==> config.mk <==
export PLATFORM = sky130hd
export DESIGN_NAME = silent_scheduler
export DESIGN_NICKNAME = d
export VERILOG_FILES = /design/src/rtl/silent_pkg.sv /design/src/rtl/silent_scheduler_sync_divider.sv /design/src/rtl/silent_scheduler.sv
export SDC_FILE = /design/constraint.sdc
export NUM_CORES = 1
export LEC_CHECK = 0
export ABC_AREA = 1
export ABC_CLOCK_PERIOD_IN_PS = 2600
export BUFFER_PORTS_ARGS = -buffer_cell sky130_fd_sc_hd__buf_2
export CAP_MARGIN = 5
export CORE_UTILIZATION = 40
export DETAILED_ROUTE_END_ITERATION = 10
export GPL_ROUTABILITY_DRIVEN = 0
export PLACE_DENSITY_LB_ADDON = 0.12
export SETUP_SLACK_MARGIN = 0.02
export SLEW_MARGIN = 10
export SYNTH_ARGS = -nofsm -noshare
export SYNTH_HDL_FRONTEND = slang
export SYNTH_SLANG_ARGS = --single-unit
==> constraint.sdc <==
create_clock -name CLK -period 2.6 [get_ports CLK]
set_input_delay 0.26 -clock CLK [delete_from_list [all_inputs] [get_ports CLK]]
set_output_delay 0.26 -clock CLK [all_outputs]
set_load 0.03 [all_outputs]
==> src/rtl/silent_pkg.sv <==
// Shared types and constants for the silent_scheduler filter-pass launcher.
package silent_pkg;

    typedef enum logic [1:0] {
        IDLE   = 2'd0,
        LAUNCH = 2'd1,
        RUN    = 2'd2
    } state_e;

    // Cycles a pass needs beyond one per transducer.
    localparam int unsigned BUSY_MARGIN = 8;

    function automatic logic [7:0] sat_inc8(input logic [7:0] v);
        return (v == 8'hFF) ? v : v + 8'd1;
    endfunction

endpackage

==> src/rtl/silent_scheduler_sync_divider.sv <==
// Sync prescaler: passes one SYNC in every DIV+1 as a TICK, starting with the first.
module sync_divider
    import silent_pkg::*;
#(
    parameter int unsigned DIV_WIDTH = 8
) (
    input  logic                 CLK,
    input  logic                 RST,
    input  logic                 SYNC,
    input  logic [DIV_WIDTH-1:0] DIV,
    output logic                 TICK
);

    logic [DIV_WIDTH-1:0] cnt_q, cnt_d;

    always_comb begin
        cnt_d = cnt_q;
        TICK  = 1'b0;
        if (SYNC) begin
            if (cnt_q == '0) begin
                TICK  = 1'b1;
                cnt_d = DIV;
            end else begin
                cnt_d = cnt_q - 1'b1;
            end
        end
    end

    always_ff @(posedge CLK) begin
        if (RST) begin
            cnt_q <= '0;
        end else begin
            cnt_q <= cnt_d;
        end
    end

endmodule

==> src/rtl/silent_scheduler.sv <==
// Launches filter passes on prescaled SYNC ticks, tracks overruns and applies
// a shadowed step/enable configuration atomically at each pass start.
module silent_scheduler
    import silent_pkg::*;
#(
    parameter int unsigned WIDTH       = 13,
    parameter int unsigned DEPTH       = 249,
    parameter int unsigned BUSY_CYCLES = DEPTH + BUSY_MARGIN,
    parameter int unsigned DIV_WIDTH   = 8
) (
    input  logic                 CLK,
    input  logic                 RST,
    input  logic                 SYNC,
    input  logic [DIV_WIDTH-1:0] DIV,
    input  logic                 CFG_VALID,
    output logic                 CFG_READY,
    input  logic [WIDTH-1:0]     CFG_STEP,
    input  logic                 CFG_ENABLE,
    output logic                 START,
    output logic [WIDTH-1:0]     STEP,
    output logic                 ENABLE,
    output logic                 BUSY,
    output logic [7:0]           OVERRUN_CNT
);

    localparam int unsigned    BCW       = $clog2(BUSY_CYCLES + 1);
    localparam logic [BCW-1:0] BUSY_LOAD = BCW'(BUSY_CYCLES - 1);

    logic             tick;
    logic             launch;
    state_e           state_q, state_d;
    logic [BCW-1:0]   busy_cnt_q, busy_cnt_d;
    logic             pending_q, pending_d;
    logic [7:0]       overrun_q, overrun_d;
    logic             shadow_full_q, shadow_full_d;
    logic [WIDTH-1:0] shadow_step_q, shadow_step_d;
    logic             shadow_en_q, shadow_en_d;
    logic [WIDTH-1:0] step_q, step_d;
    logic             enable_q, enable_d;

    sync_divider #(
        .DIV_WIDTH (DIV_WIDTH)
    ) u_sync_divider (
        .CLK  (CLK),
        .RST  (RST),
        .SYNC (SYNC),
        .DIV  (DIV),
        .TICK (tick)
    );

    always_comb begin
        state_d       = state_q;
        busy_cnt_d    = busy_cnt_q;
        pending_d     = pending_q;
        overrun_d     = overrun_q;
        shadow_full_d = shadow_full_q;
        shadow_step_d = shadow_step_q;
        shadow_en_d   = shadow_en_q;
        step_d        = step_q;
        enable_d      = enable_q;
        launch        = 1'b0;

        // The busy count is loaded as LAUNCH is entered and runs through LAUNCH
        // and RUN, so BUSY spans exactly BUSY_CYCLES cycles including START.
        unique case (state_q)
            IDLE: begin
                if (tick || pending_q) begin
                    launch     = 1'b1;
                    state_d    = LAUNCH;
                    pending_d  = 1'b0;
                    busy_cnt_d = BUSY_LOAD;
                end
            end
            LAUNCH: begin
                state_d = RUN;
                if (busy_cnt_q != '0) begin
                    busy_cnt_d = busy_cnt_q - 1'b1;
                end
            end
            RUN: begin
                if (busy_cnt_q == '0) begin
                    state_d = IDLE;
                end else begin
                    busy_cnt_d = busy_cnt_q - 1'b1;
                end
            end
            default: state_d = IDLE;
        endcase

        if (tick && (state_q != IDLE)) begin
            pending_d = 1'b1;
            overrun_d = sat_inc8(overrun_q);
        end

        // A zero step would stall the filter, so it is promoted to 1 on capture.
        if (launch && shadow_full_q) begin
            step_d        = shadow_step_q;
            enable_d      = shadow_en_q;
            shadow_full_d = 1'b0;
        end else if (CFG_VALID && !shadow_full_q) begin
            shadow_step_d = (CFG_STEP == '0) ? WIDTH'(1) : CFG_STEP;
            shadow_en_d   = CFG_ENABLE;
            shadow_full_d = 1'b1;
        end
    end

    always_ff @(posedge CLK) begin
        if (RST) begin
            state_q       <= IDLE;
            busy_cnt_q    <= '0;
            pending_q     <= 1'b0;
            overrun_q     <= '0;
            shadow_full_q <= 1'b0;
            shadow_step_q <= WIDTH'(1);
            shadow_en_q   <= 1'b0;
            step_q        <= WIDTH'(1);
            enable_q      <= 1'b0;
        end else begin
            state_q       <= state_d;
            busy_cnt_q    <= busy_cnt_d;
            pending_q     <= pending_d;
            overrun_q     <= overrun_d;
            shadow_full_q <= shadow_full_d;
            shadow_step_q <= shadow_step_d;
            shadow_en_q   <= shadow_en_d;
            step_q        <= step_d;
            enable_q      <= enable_d;
        end
    end

    assign START       = (state_q == LAUNCH);
    assign BUSY        = (state_q != IDLE);
    assign CFG_READY   = !shadow_full_q;
    assign STEP        = step_q;
    assign ENABLE      = enable_q;
    assign OVERRUN_CNT = overrun_q;

endmodule

==> results of run 1 <==
==> power by group <==
| part | internal (W) | leakage (nW) | switching, W | total (W) |
|---|---|---|---|---|
| clock | 0.000539 | 0.106 | 0.000397 | 0.000936 |
| combinational | 0.000471 | 0.928 | 0.000920 | 0.00139 |
| sequential | 0.00103 | 0.466 | 0.000117 | 0.00115 |
==> final timing paths <==
path | start | endpoint | slack [ps] | cells after the start
max | u_sync_divider.cnt_q[0]$_SDFFE_PP0P_ | busy_cnt_q[1]$_SDFFE_PP0P_ | 840 | 10
min | CFG_ENABLE | shadow_en_q$_SDFFE_PP0P_ | 180 | 3
max reg2reg | u_sync_divider.cnt_q[0]$_SDFFE_PP0P_ | busy_cnt_q[1]$_SDFFE_PP0P_ | 840 | 10
min reg2reg | shadow_step_q[9]$_SDFFE_PP0P_ | shadow_step_q[9]$_SDFFE_PP0P_ | 470 | 2
==> worst reg2reg max path: stages (launching register included) <==
cell and delay [ps]:
dfxtp_1 360, inv_1 100, ha_1 210, nand2_1 100
nor2_4 70, nand2_4 90, nand3_2 250, nand2_2 250
inv_1 90, nor2_1 90, nor2_1 40
==> metal layers <==
metal  global-route usage [%]  wire length (um)  share of wire [%]  vias to the layer above
li1                         -                 -                  -                     1365
met1                     24.1              3090                 50                     1157
met2                     27.3              2740                 44                       50
met3                     4.23               258                4.2                        8
met4                     9.71                91                1.5                        0
met5                        0                 0                  0                        -
==> area by class of cell <==
cell class | count | area [um^2] | share of cell area (%)
inverters | 37 | 140 | 4.34
clock buffers | 9 | 124 | 3.83
clock inverters | 7 | 93.8 | 2.90
well taps | 77 | 96.3 | 2.98
multi-input cells | 289 | 1390 | 42.9
flip-flops and latches | 57 | 1140 | 35.3
repair buffers | 50 | 250 | 7.75
==> logic make-up after synthesis <==
kind of cell	count (synthesis)	synth area share [%]
and+or+nand+nor	218	34.8
buffers and inverters	48	7.17
xor gates and xnor gates	4	1.29
AOI/OAI and AO/OA	59	11.2
adders and majority gates	8	3.68
DFF	57	41.9
==> cells in the mapped netlist <==
| cell type | number | area share, % |
|---|---|---|
| a21oi_1 | 25 | 4.6 |
| a31oi_1 | 1 | 0.23 |
| buf_1 | 1 | 0.14 |
| buf_2 | 2 | 0.37 |
| buf_4 | 1 | 0.28 |
| buf_6 | 1 | 0.41 |
| clkbuf_1 | 6 | 0.83 |
| clkinv_1 | 2 | 0.28 |
| clkinv_2 | 1 | 0.18 |
| dfxtp_1 | 57 | 42 |
| ha_1 | 8 | 3.7 |
| inv_1 | 31 | 4.3 |
| inv_2 | 3 | 0.41 |
| nand2_1 | 78 | 11 |
| nand2_2 | 3 | 0.69 |
| nand2_4 | 2 | 0.83 |
| nand3_1 | 33 | 6.1 |
| nand3_2 | 1 | 0.37 |
| nand3_4 | 1 | 0.64 |
| nand3b_1 | 2 | 0.55 |
| nand4_1 | 4 | 0.92 |
| nor2_1 | 83 | 11 |
| nor2_2 | 1 | 0.23 |
| nor2_4 | 1 | 0.41 |
| nor3_1 | 5 | 0.92 |
| nor4_1 | 1 | 0.23 |
| o211ai_1 | 3 | 0.83 |
| o21ai_0 | 21 | 3.9 |
| o21ai_1 | 9 | 1.7 |
| or2_2 | 3 | 0.69 |
| xnor2_1 | 1 | 0.32 |
| xor2_1 | 3 | 0.97 |
==> per-stage QoR <==
| step | area [um^2] | instances |
|---|---|---|
| 3_3_place_gp | 3010 | 510 |
| 2_1_floorplan | 2720 | 394 |
| 3_5_place_dp | 3010 | 510 |
| 4_1_cts | 3230 | 526 |
| 6_report | 3230 | 526 |
| 5_1_grt | 3230 | 526 |
==> sequential cells by signal (all words and copies together) (netlist names) <==
name                  flops
shadow_full_q             1
STEP                     13
u_sync_divider.cnt_q      8
busy_cnt_q                9
shadow_step_q            13
pending_q                 1
shadow_en_q               1
ENABLE                    1
state_q                   2
OVERRUN_CNT               8
==> key figures, run 1 <==
Status
  • Outcome: complete, but fails checks
  • Failing checks: DRC

Cells and area
  • ANT cells: 0
  • Final core utilization: approximately half
  • Final #Nets: 478
  • Proportion of layout cells with a drive suffix above 1: 18.3%
  • Commonest non-fill, non-tap cell in the layout: nor2_1
  • Area Overhead vs Synth: 18.7%
  • Fill cells: approximately 670
  • Most frequent cells in the layout: nor2_1 (83), nand2_1 (78), dfxtp_1 (57), buf_2 (50), nand3_1 (33)

STA
  • RSZ-0062 raised after global routing: false
  • Fin worst setup slack: approximately 840 ps
  • Rel. slew slack: between 30% and 40%
  • WHS: 178 ps
  • Slew @ Worst Pin: 924 ps
  • Final setup vio count: 0
  • Clock skew: around 11 ps
  • Slew Viols, Final: 0
  • TNS Setup: 0 ps
  • Final worst path period share: 67.7%
  • Count of final hold-check violations: 0
  • Fmax: roughly 570 MHz
  • Tmin final: 1760 ps

Placed design
  • Pre-CTS setup slack: 848 ps
  • DP Wirelength: 4170 um
  • Port Buffers: 50

Worst setup path
  • WP data arrival: a little under 2000 ps
  • CP Max Fanout: 13
  • Critical Path RT: between 2000 and 3000 ps
  • Max incr delay on CP: 360 ps
  • Crit path buffers/inverters: 2
  • Critical-path top delay cell: dfxtp_1
  • Cells along the critical path: inv_1, ha_1, nand2_1, nor2_4, nand2_4, nand3_2, nand2_2, inv_1, nor2_1, nor2_1
  • Setup CP Type: reg2reg
  • Startpoint Class: flip-flop
  • Setup crit end kind: flip-flop
  • Top delay family on crit path: simple AND/OR/NAND/NOR gates

Floorplanning
  • Core area: between 0.006 and 0.007 mm^2
  • Die H: 84.5 um
  • Die X: about 84 um
  • # IOs: 51
  • Die footprint: roughly 0.007 mm^2
  • Starting Density: 42.1%
  • Num rows: 29

Global route
  • Gr usage total: between 10% and 20%
  • Initial antenna violation count: 0
  • Largest net degree at the start of global routing: 35
  • First-pass GRT wire length: 10400 um
  • Vias in the first global route: around 2300
  • Total gr overflow: 0

Routing
  • Via count: 2580
  • DR pass1 iterations: 7
  • Routed WL: between 6000 and 7000 um
  • Post-route DRC: 3
  • WL/cell: 11.7 um
  • Post-route ant nets: 0
  • Number of DRC markers in iteration 0: between 100 and 150
  • Vias per inst: approximately 4.9

Clock tree
  • Reg clk slew, reported paths: 80 ps
  • Post-CTS setup buffer count: 0
  • Clk_lat worst skew: roughly 340 ps
  • H-tree levels: 3
  • CTS tree: built
  • Clk buf depth: 2
  • Root Buffer: clkbuf_8
  • Post-CTS sizing: 0
  • CTS Sinks: between 50 and 60
  • Hold-fix buffer count after cts: 0
  • Total CTS buffers: 9

Yosys
  • Cells after Synth: slightly below 400
  • Average cell area after synthesis: between 6 and 7 um^2
  • Post-Syn Area: 0.00272 mm^2
  • Yosys warns: 0
  • Syn_nets: roughly 430
  • Sequential cell area fraction in the yosys report: a little over two fifths
  • Netlist cell types: 32
  • Yosys reg bits: 57

Power
  • Maximum VDD drop: ~0.00042 V
  • Static leakage: between 1 and 1.5 nW
  • Power density over the cells: 1070 mW/mm^2
  • Tot Pwr: 0.00347 W

Job
  • Max-cap violations: 0

Hold path
  • Worst hold-check path type: in2reg
Note: power is estimated with default switching activity, not from simulation.
==> run 2: changes to the inputs <==
ABC_AREA = 0   (was 1)
ABC_CLOCK_PERIOD_IN_PS = 1630   (was 2600)
clock period = 1.63 ns   (was 2.6 ns; I/O delays follow)
==> run 2 against run 1 <==
  * The flow finishes with violations (setup timing)
  * Critical path depth decreased by 3
  * Utilization increased by 16 points
  * Final area increased by 31%
  * Clock skew about the same
  * Largest cell class unchanged
==> key figures, run 2 <==
Status
  • Outcome: complete, but fails checks
  • Failing checks: setup timing

Power
  • Clock power share: 18.3% (-8.7 points)
  • Maximum VDD drop: 0.000761 V (+81%)
  • Int Pwr: 0.00506 W (+150%)
  • Static leakage: 1.76 nW (+17%)
  • Psw: 0.00324 W (+130%)
  • Power density over the cells: 1960 mW/mm^2 (+82%)
  • Switching Fraction: 39.0% (-2.3 points)
  • Logic pwr share: 59.8% (+20 points)
  • Seq pwr share: 21.9% (-11 points)

Yosys
  • Post-Syn Area: 0.00273 mm^2 (+0.37%)
  • Yosys warns: 0 (unchanged)
  • Synth area leader: dfxtp_1
  • Most frequent cell after synthesis: dfxtp_1
  • Ys async rst share: 0% (unchanged)
  • Number of enable flip-flop cells after synthesis: 0 (unchanged)
  • Post-synthesis xor/xnor area fraction: 0.321% (-0.97 points)
  • Top post-synthesis cells by area: dfxtp_1 (42%), a21oi_1 (7.1%), nand2_1 (5.4%)
  • Average cell area after synthesis: 8.30 um^2 (+20%)
  • Post-Synth Adder-Cell Area: 3.66% (-0.013 points)
  • Cells after Synth: 329 (-16%)
  • Netlist cell types: 57 (+78%)
  • Synth top cells by count: dfxtp_1 (57), a21oi_1 (39), nand2_1 (39)
  • Syn_nets: 363 (-15%)
  • Sequential cell area fraction in the yosys report: 41.8% (-0.15 points)
  • Post-synthesis compound-gate area fraction: 21.1% (+9.9 points)
  • Largest family of logic cells by synthesized area: simple AND/OR/NAND/NOR gates
  • Synth Flop Type: dfxtp_1
  • Yosys reg bits: 57 (unchanged)
  • Mux contribution to synthesized area: 1.88% (+1.9 points)
  • Synth top area share: 41.8% (-0.15 points)
  • Area share of and/or/nand/nor cells after synthesis: 26.5% (-8.2 points)

Worst setup path
  • Setup crit end kind: flip-flop
  • Critical-path top delay cell: or4_1
  • Top delay family on crit path: simple AND/OR/NAND/NOR gates
  • Startpoint Class: flip-flop
  • Max incr delay on CP: 510 ps (+150 ps)
  • Crit path buffers/inverters: 2 (unchanged)
  • Critical Path RT: 1910 ps (-920 ps)
  • Cells along the critical path: inv_2, ha_4, nor4b_4, buf_4, o2111ai_4, or4_1, a21oi_1
  • WP data arrival: 2120 ps (+130 ps)
  • CP Max Fanout: 7 (-6)
  • Setup CP Type: reg2reg

Routing
  • DR pass1 iterations: 4 (-3)
  • Post-route ant nets: 0 (unchanged)
  • Vias per inst: 5.42 (+11%)
  • WL/cell: 14.9 um (+27%)
  • Via count: 2884 (+12%)
  • Number of DRC markers in iteration 0: 95 (-29%)
  • Post-route DRC: 0 (-3)
  • Routed WL: 7920 um (+28%)

STA
  • Slew Viols, Final: 0 (unchanged)
  • Final worst path period share: 113% (+45 points)
  • Fin worst setup slack: -211 ps (-1050 ps)
  • Tmin final: 1840 ps (+80.9 ps)
  • TNS Setup: -3140 ps (-3140 ps)
  • Final setup vio count: 36 (+36)
  • Fmax: 543 MHz (-4.4%)
  • Rel. slew slack: 65.3% (+27 points)
  • Count of final hold-check violations: 0 (unchanged)
  • Slew @ Worst Pin: 520 ps (-404 ps)
  • Clock skew: 11.1 ps (+0.273 ps)
  • RSZ-0062 raised after global routing: true

Floorplanning
  • Core area: 0.00646 mm^2 (unchanged)
  • Die H: 84.6 um (+0.18%)
  • Die footprint: 0.00716 mm^2 (+0.37%)
  • Die X: 84.6 um (+0.18%)
  • Starting Density: 42.3% (+0.15 points)
  • # IOs: 51 (unchanged)
  • Num rows: 29 (unchanged)

Cells and area
  • Post-route cell area: 0.00424 mm^2 (+31%)
  • Fill cells: 559 (-16%)
  • Area Overhead vs Synth: 55.2%
  • ANT cells: 0 (unchanged)
  • Most frequent cells in the layout: buf_4 (60), buf_2 (49), dfxtp_1 (48), nand2_1 (38), a21oi_1 (30)
  • Commonest non-fill, non-tap cell in the layout: buf_4
  • Proportion of layout cells with a drive suffix above 1: 49.2% (+31 points)
  • Final #Nets: 484 (+1.3%)

Clock tree
  • Total CTS buffers: 9 (unchanged)
  • H-tree levels: 3 (unchanged)
  • Hold-fix buffer count after cts: 0 (unchanged)
  • Root Buffer: clkbuf_8
  • CTS Sinks: 57 (unchanged)
  • Reg clk slew, reported paths: 80 ps (about the same)
  • CTS tree: built
  • Clk_lat worst skew: 340 ps (about the same)
  • Clk buf depth: 2 (unchanged)

Global route
  • Largest net degree at the start of global routing: 20 (-43%)
  • Gr usage total: 21.8% (+3.6 points)
  • Total gr overflow: 0 (unchanged)
  • First-pass GRT wire length: 12400 um (+19%)
  • Vias in the first global route: 2706 (+17%)
  • Initial antenna violation count: 0 (unchanged)

Placed design
  • Dpl cell area: 0.00351 mm^2 (+17%)
  • Port Buffers: 50 (unchanged)
  • DP Wirelength: 5160 um (+24%)

Job
  • Max-cap violations: 0 (unchanged)

Hold path
  • Worst hold-check path type: in2reg
==> run 2: cell types whose count changed in the layout (fill, tap and decap cells not counted), sizes merged, moves of 8 or more <==
cell,change
a21oi,+15
buf,+76
inv,-17
nand2,-44
nand3,-10
nor2,-68
o21ai,-8
or3,+9
==> run 2: metrics by stage <==
| step | instances | util, % | setup WS (ps) | total power, W | hold WS (ps) |
|---|---|---|---|---|---|
| after global placement | 499 | 54.4 | -232 | 0.00534 | 426 |
| final | 532 | 65.6 | -211 | 0.00830 | 61.6 |
| after global routing | 532 | 65.6 | -300 | 0.00878 | 62.1 |
| after detailed placement | 499 | 54.4 | -258 | 0.00536 | 428 |
| after floorplan | 329 | - | -255 | 0.00393 | 299 |
| after CTS | 528 | 61.3 | -227 | 0.00747 | 48.7 |
==> run 2: timing repair <==
item / CTS / global route
gates resized for setup: 32 / 77
buffers inserted: 15 / 6
pin swaps: 15 / 48
cloned: 0 / 1
setup endpoints to repair: 23 / 42
==> run 2: cell type report <==
| class | instances | area (um^2) | area share (%) |
|---|---|---|---|
| clock buffer | 9 | 124 | 2.92 |
| timing repair buffer | 127 | 903 | 21.3 |
| sequential | 57 | 1150 | 27.2 |
| clock inverter | 7 | 100 | 2.36 |
| inverter | 15 | 58.8 | 1.39 |
| tap | 77 | 96.3 | 2.27 |
| multi-input combinational | 240 | 1800 | 42.6 |
==> run 2: worst paths after layout <==
check / start / end / slack, ps / cells past startpoint
max: u_sync_divider.cnt_q[0]$_SDFFE_PP0P_ / OVERRUN_CNT[5]$_SDFFE_PP0P_ / -210 / 7
min: CFG_STEP[11] / shadow_step_q[11]$_SDFFE_PP0P_ / 60 / 3
max reg2reg: u_sync_divider.cnt_q[0]$_SDFFE_PP0P_ / OVERRUN_CNT[5]$_SDFFE_PP0P_ / -210 / 7
min reg2reg: shadow_step_q[2]$_SDFFE_PP0P_ / shadow_step_q[2]$_SDFFE_PP0P_ / 450 / 2
==> run 2: cells by family after synthesis <==
family | after synthesis
AO/OA/AOI/OAI | 94
XOR/XNOR | 1
adder cells (fa/ha/maj) | 8
buffers and inverters | 32
flip-flops | 57
multiplexers | 5
AND/OR/NAND/NOR | 132
==> run 2: power groups by stage <==
stage          sequential (W)  clock (W)  combinational (W)
6_report              0.00181    0.00152            0.00496
5_1_grt               0.00184    0.00161            0.00533
3_3_place_gp          0.00182          0            0.00352
2_1_floorplan         0.00187          0            0.00206
4_1_cts               0.00180    0.00155            0.00412
3_5_place_dp          0.00182          0            0.00354
==> run 2: per-layer routing <==
layer	global-route usage, %	wire, um	up-vias
li1	-	-	1447
met5	0	0	-
met4	7.70	76	0
met3	4.82	377	8
met1	28.5	3640	1348
met2	35.5	3830	81
==> run 2: worst register-to-register path: stages (launching register included) <==
cell       delay (ps)
dfxtp_2           330
inv_2              70
ha_4              130
nor4b_4           240
buf_4             190
o2111ai_4         170
or4_1             510
a21oi_1           140
==> run 3: changes to the inputs <==
CELL_PAD_IN_SITES_DETAIL_PLACEMENT = 1   (was not set)
CELL_PAD_IN_SITES_GLOBAL_PLACEMENT = 1   (was not set)
==> run 3 against run 2 <==
  * The flow still finishes with violations (setup timing)
  * Via count is 15% higher
  * Critical path depth increased by 2
  * Sequential cell count unchanged
  * Routed wire length up 72%
  * Die area did not move
  * Setup slack got worse by 170 ps
  * Hold slack worse by 13 ps
  * Global-route usage up 10 points
  * Sequential power rose by 4%
  * Cell count rose by 0.19%
==> key figures, run 3 (same netlist as run 2, synthesis figures left out) <==
Status
  • Outcome: complete, but fails checks
  • Failing checks: setup timing

Floorplanning
  • Die X: 84.6 um (unchanged)
  • Core area: 0.00646 mm^2 (unchanged)
  • Starting Density: 42.3% (unchanged)
  • Num rows: 29 (unchanged)
  • # IOs: 51 (unchanged)
  • Die H: 84.6 um (unchanged)
  • Die footprint: 0.00716 mm^2 (unchanged)

Global route
  • Grt met3 use: 5.90% (+1.1 points)
  • Initial antenna violation count: 0 (unchanged)
  • Most used routing layer: met2
  • Gr usage total: 32.0% (+10 points)
  • First-pass GRT wire length: 17400 um (+40%)
  • Vias in the first global route: 3320 (+23%)
  • Total gr overflow: 0 (unchanged)
  • Met1 Use GR: 35.9% (+7.4 points)
  • Largest net degree at the start of global routing: 29 (+45%)
  • GRT met2 Usage: 56.8% (+21 points)

Hold path
  • Worst Hold End: shadow_step_q[10]$_SDFFE_PP0P_
  • Worst hold-check path type: in2reg
  • WHS Path Cells: 3 (unchanged)
  • Min-delay src: CFG_STEP[10]

Worst setup path
  • Max incr delay on CP: 330 ps (-180 ps)
  • Setup CP Type: reg2reg
  • Crit path top cell by count: buf_6
  • Top delay family on crit path: buffers and inverters
  • Critical-path top delay cell: dfxtp_2
  • Reg2Reg Setup Slack: -380 ps (-170 ps)
  • Startpoint Class: flip-flop
  • CP Max Fanout: 5 (-2)
  • WP data arrival: 2300 ps (+180 ps)
  • Cells along the critical path: inv_2, ha_4, nor4b_4, buf_4, o2111ai_4, buf_6, buf_6, or3_1, a21oi_1
  • RR Endpoint: OVERRUN_CNT[2]$_SDFFE_PP0P_
  • Critical Path RT: 1910 ps (about the same)
  • Worst r2r src: u_sync_divider.cnt_q[0]$_SDFFE_PP0P_
  • Setup crit end kind: flip-flop
  • Worst R2R Path Depth: 9 (+2)
  • Crit path buffers/inverters: 4 (+2)

Routing
  • Post-route ant nets: 0 (unchanged)
  • DR pass1 iterations: 6 (+2)
  • Via count: 3305 (+15%)
  • Number of DRC markers in iteration 0: 146 (+54%)
  • Post-route DRC: 0 (unchanged)
  • Routed WL: 13600 um (+72%)
  • WL/cell: 25.5 um (+71%)
  • Vias per inst: 6.20 (+14%)

STA
  • Fmax: 496 MHz (-8.6%)
  • Slew Viols, Final: 0 (unchanged)
  • Final setup vio count: 39 (+8.3%)
  • RSZ-0062 raised after global routing: true
  • Fin worst setup slack: -384 ps (-173 ps)
  • TNS Setup: -7510 ps (-4370 ps)
  • Clock skew: 14.4 ps (+3.34 ps)
  • Count of final hold-check violations: 0 (unchanged)
  • Rel. slew slack: 57.7% (-7.6 points)
  • Tmin final: 2010 ps (+173 ps)
  • Final worst path period share: 124% (+11 points)
  • WHS: 48.9 ps (-12.7 ps)
  • Slew @ Worst Pin: 634 ps (+114 ps)

Placed design
  • DP Wirelength: 5790 um (+12%)
  • Port Buffers: 50 (unchanged)

Cells and area
  • Most frequent cells in the layout: buf_4 (54), buf_2 (49), dfxtp_1 (48), nand2_1 (38), a21oi_1 (27)
  • ANT cells: 0 (unchanged)
  • Fill cells: 729 (+30%)
  • Proportion of layout cells with a drive suffix above 1: 50.2% (+0.99 points)
  • Commonest non-fill, non-tap cell in the layout: buf_4
  • Final #Nets: 485 (+0.21%)
  • Area Overhead vs Synth: 59.4%

Power
  • Maximum VDD drop: 0.000888 V (+17%)
  • Tot Pwr: 0.00932 W (+12%)
  • Static leakage: 1.77 nW (+0.62%)
  • Power density over the cells: 2140 mW/mm^2 (+9.4%)

Clock tree
  • CTS Sinks: 57 (unchanged)
  • Clk buf depth: 2 (unchanged)
  • Root Buffer: clkbuf_8
  • Reg clk slew, reported paths: 80 ps (about the same)
  • H-tree levels: 3 (unchanged)
  • CTS tree: built
  • Clk_lat worst skew: 370 ps (+30 ps)
  • Total CTS buffers: 9 (unchanged)

Job
  • Max-cap violations: 0 (unchanged)
-- run 3: changes by cell type in the layout (fill, tap and decap cells not counted), moves of 3 or more --
cell / before / now
o21ai_1: 2 / 9
a21oi_1: 30 / 27
o21ai_2: 16 / 6
buf_4: 60 / 54
or4_4: 0 / 3
nand3_1: 23 / 17
nand3_2: 1 / 6
buf_6: 16 / 22
or4_1: 3 / 0
-- run 3: final cells by class --
cell class                      instances  area [um^2]  area share [%]
Clock buffer                            9          124            2.84
Multi-Input combinational cell        241         1870            43.0
Clock inverter                          7          103            2.36
Tap cell                               77         96.3            2.21
Sequential cell                        57         1150            26.5
Timing Repair Buffer                  127          946            21.7
Inverter                               15         58.8            1.35
-- run 3: metrics by stage --
step | util, % | instances | worst slack (ps) | instance area [um^2]
global route | 67.4 | 533 | -452 | 4350
CTS | 62.6 | 523 | -268 | 4040
detailed placement | 53.9 | 495 | -321 | 3480
floorplan | - | 329 | -255 | 2780
global placement | 53.9 | 495 | -272 | 3480
finish | 67.4 | 533 | -384 | 4350
-- run 3: timing repair --
action / in CTS / in global routing
buffers inserted: 10 / 8
resized for setup: 62 / 61
gates cloned: 2 / 2
endpoints found under the setup margin: 41 / 44
pin swaps: 21 / 23
hold buffers: 0 / 0
-- run 3: worst max path at each step --
stage	startpoint	endpoint	slack, ps	cells after the start
after CTS	busy_cnt_q[1]$_SDFFE_PP0P_	state_q[0]$_SDFFE_PP0P_	-270	6
after global routing	u_sync_divider.cnt_q[0]$_SDFFE_PP0P_	OVERRUN_CNT[2]$_SDFFE_PP0P_	-450	9
after detailed placement	busy_cnt_q[1]$_SDFFE_PP0P_	busy_cnt_q[7]$_SDFFE_PP0P_	-320	6
after global placement	busy_cnt_q[1]$_SDFFE_PP0P_	busy_cnt_q[7]$_SDFFE_PP0P_	-270	6
final	u_sync_divider.cnt_q[0]$_SDFFE_PP0P_	OVERRUN_CNT[2]$_SDFFE_PP0P_	-380	9
after floorplan	busy_cnt_q[1]$_SDFFE_PP0P_	busy_cnt_q[3]$_SDFFE_PP0P_	-250	7
-- run 3: layer usage --
layer / routed length, um / vias to the layer above / share of wire (%)
met1: 5370 / 1660 / 39
li1: - / 1445 / -
met3: 683 / 51 / 5.0
met4: 684 / 0 / 5.0
met2: 6860 / 149 / 50
met5: 0 / - / 0
-- run 3: power by group --
group | total (W) | switching, W | internal [W]
Combinational | 0.00580 | 0.00302 | 0.00278
Clock | 0.00163 | 0.000757 | 0.000877
Sequential | 0.00189 | 0.000250 | 0.00163
Total | 0.00932 | 0.00403 | 0.00529
-- run 3: worst min-delay path, stage by stage --
cell and delay, ps:
buf_2 110, nand2_1 50, a21oi_1 50
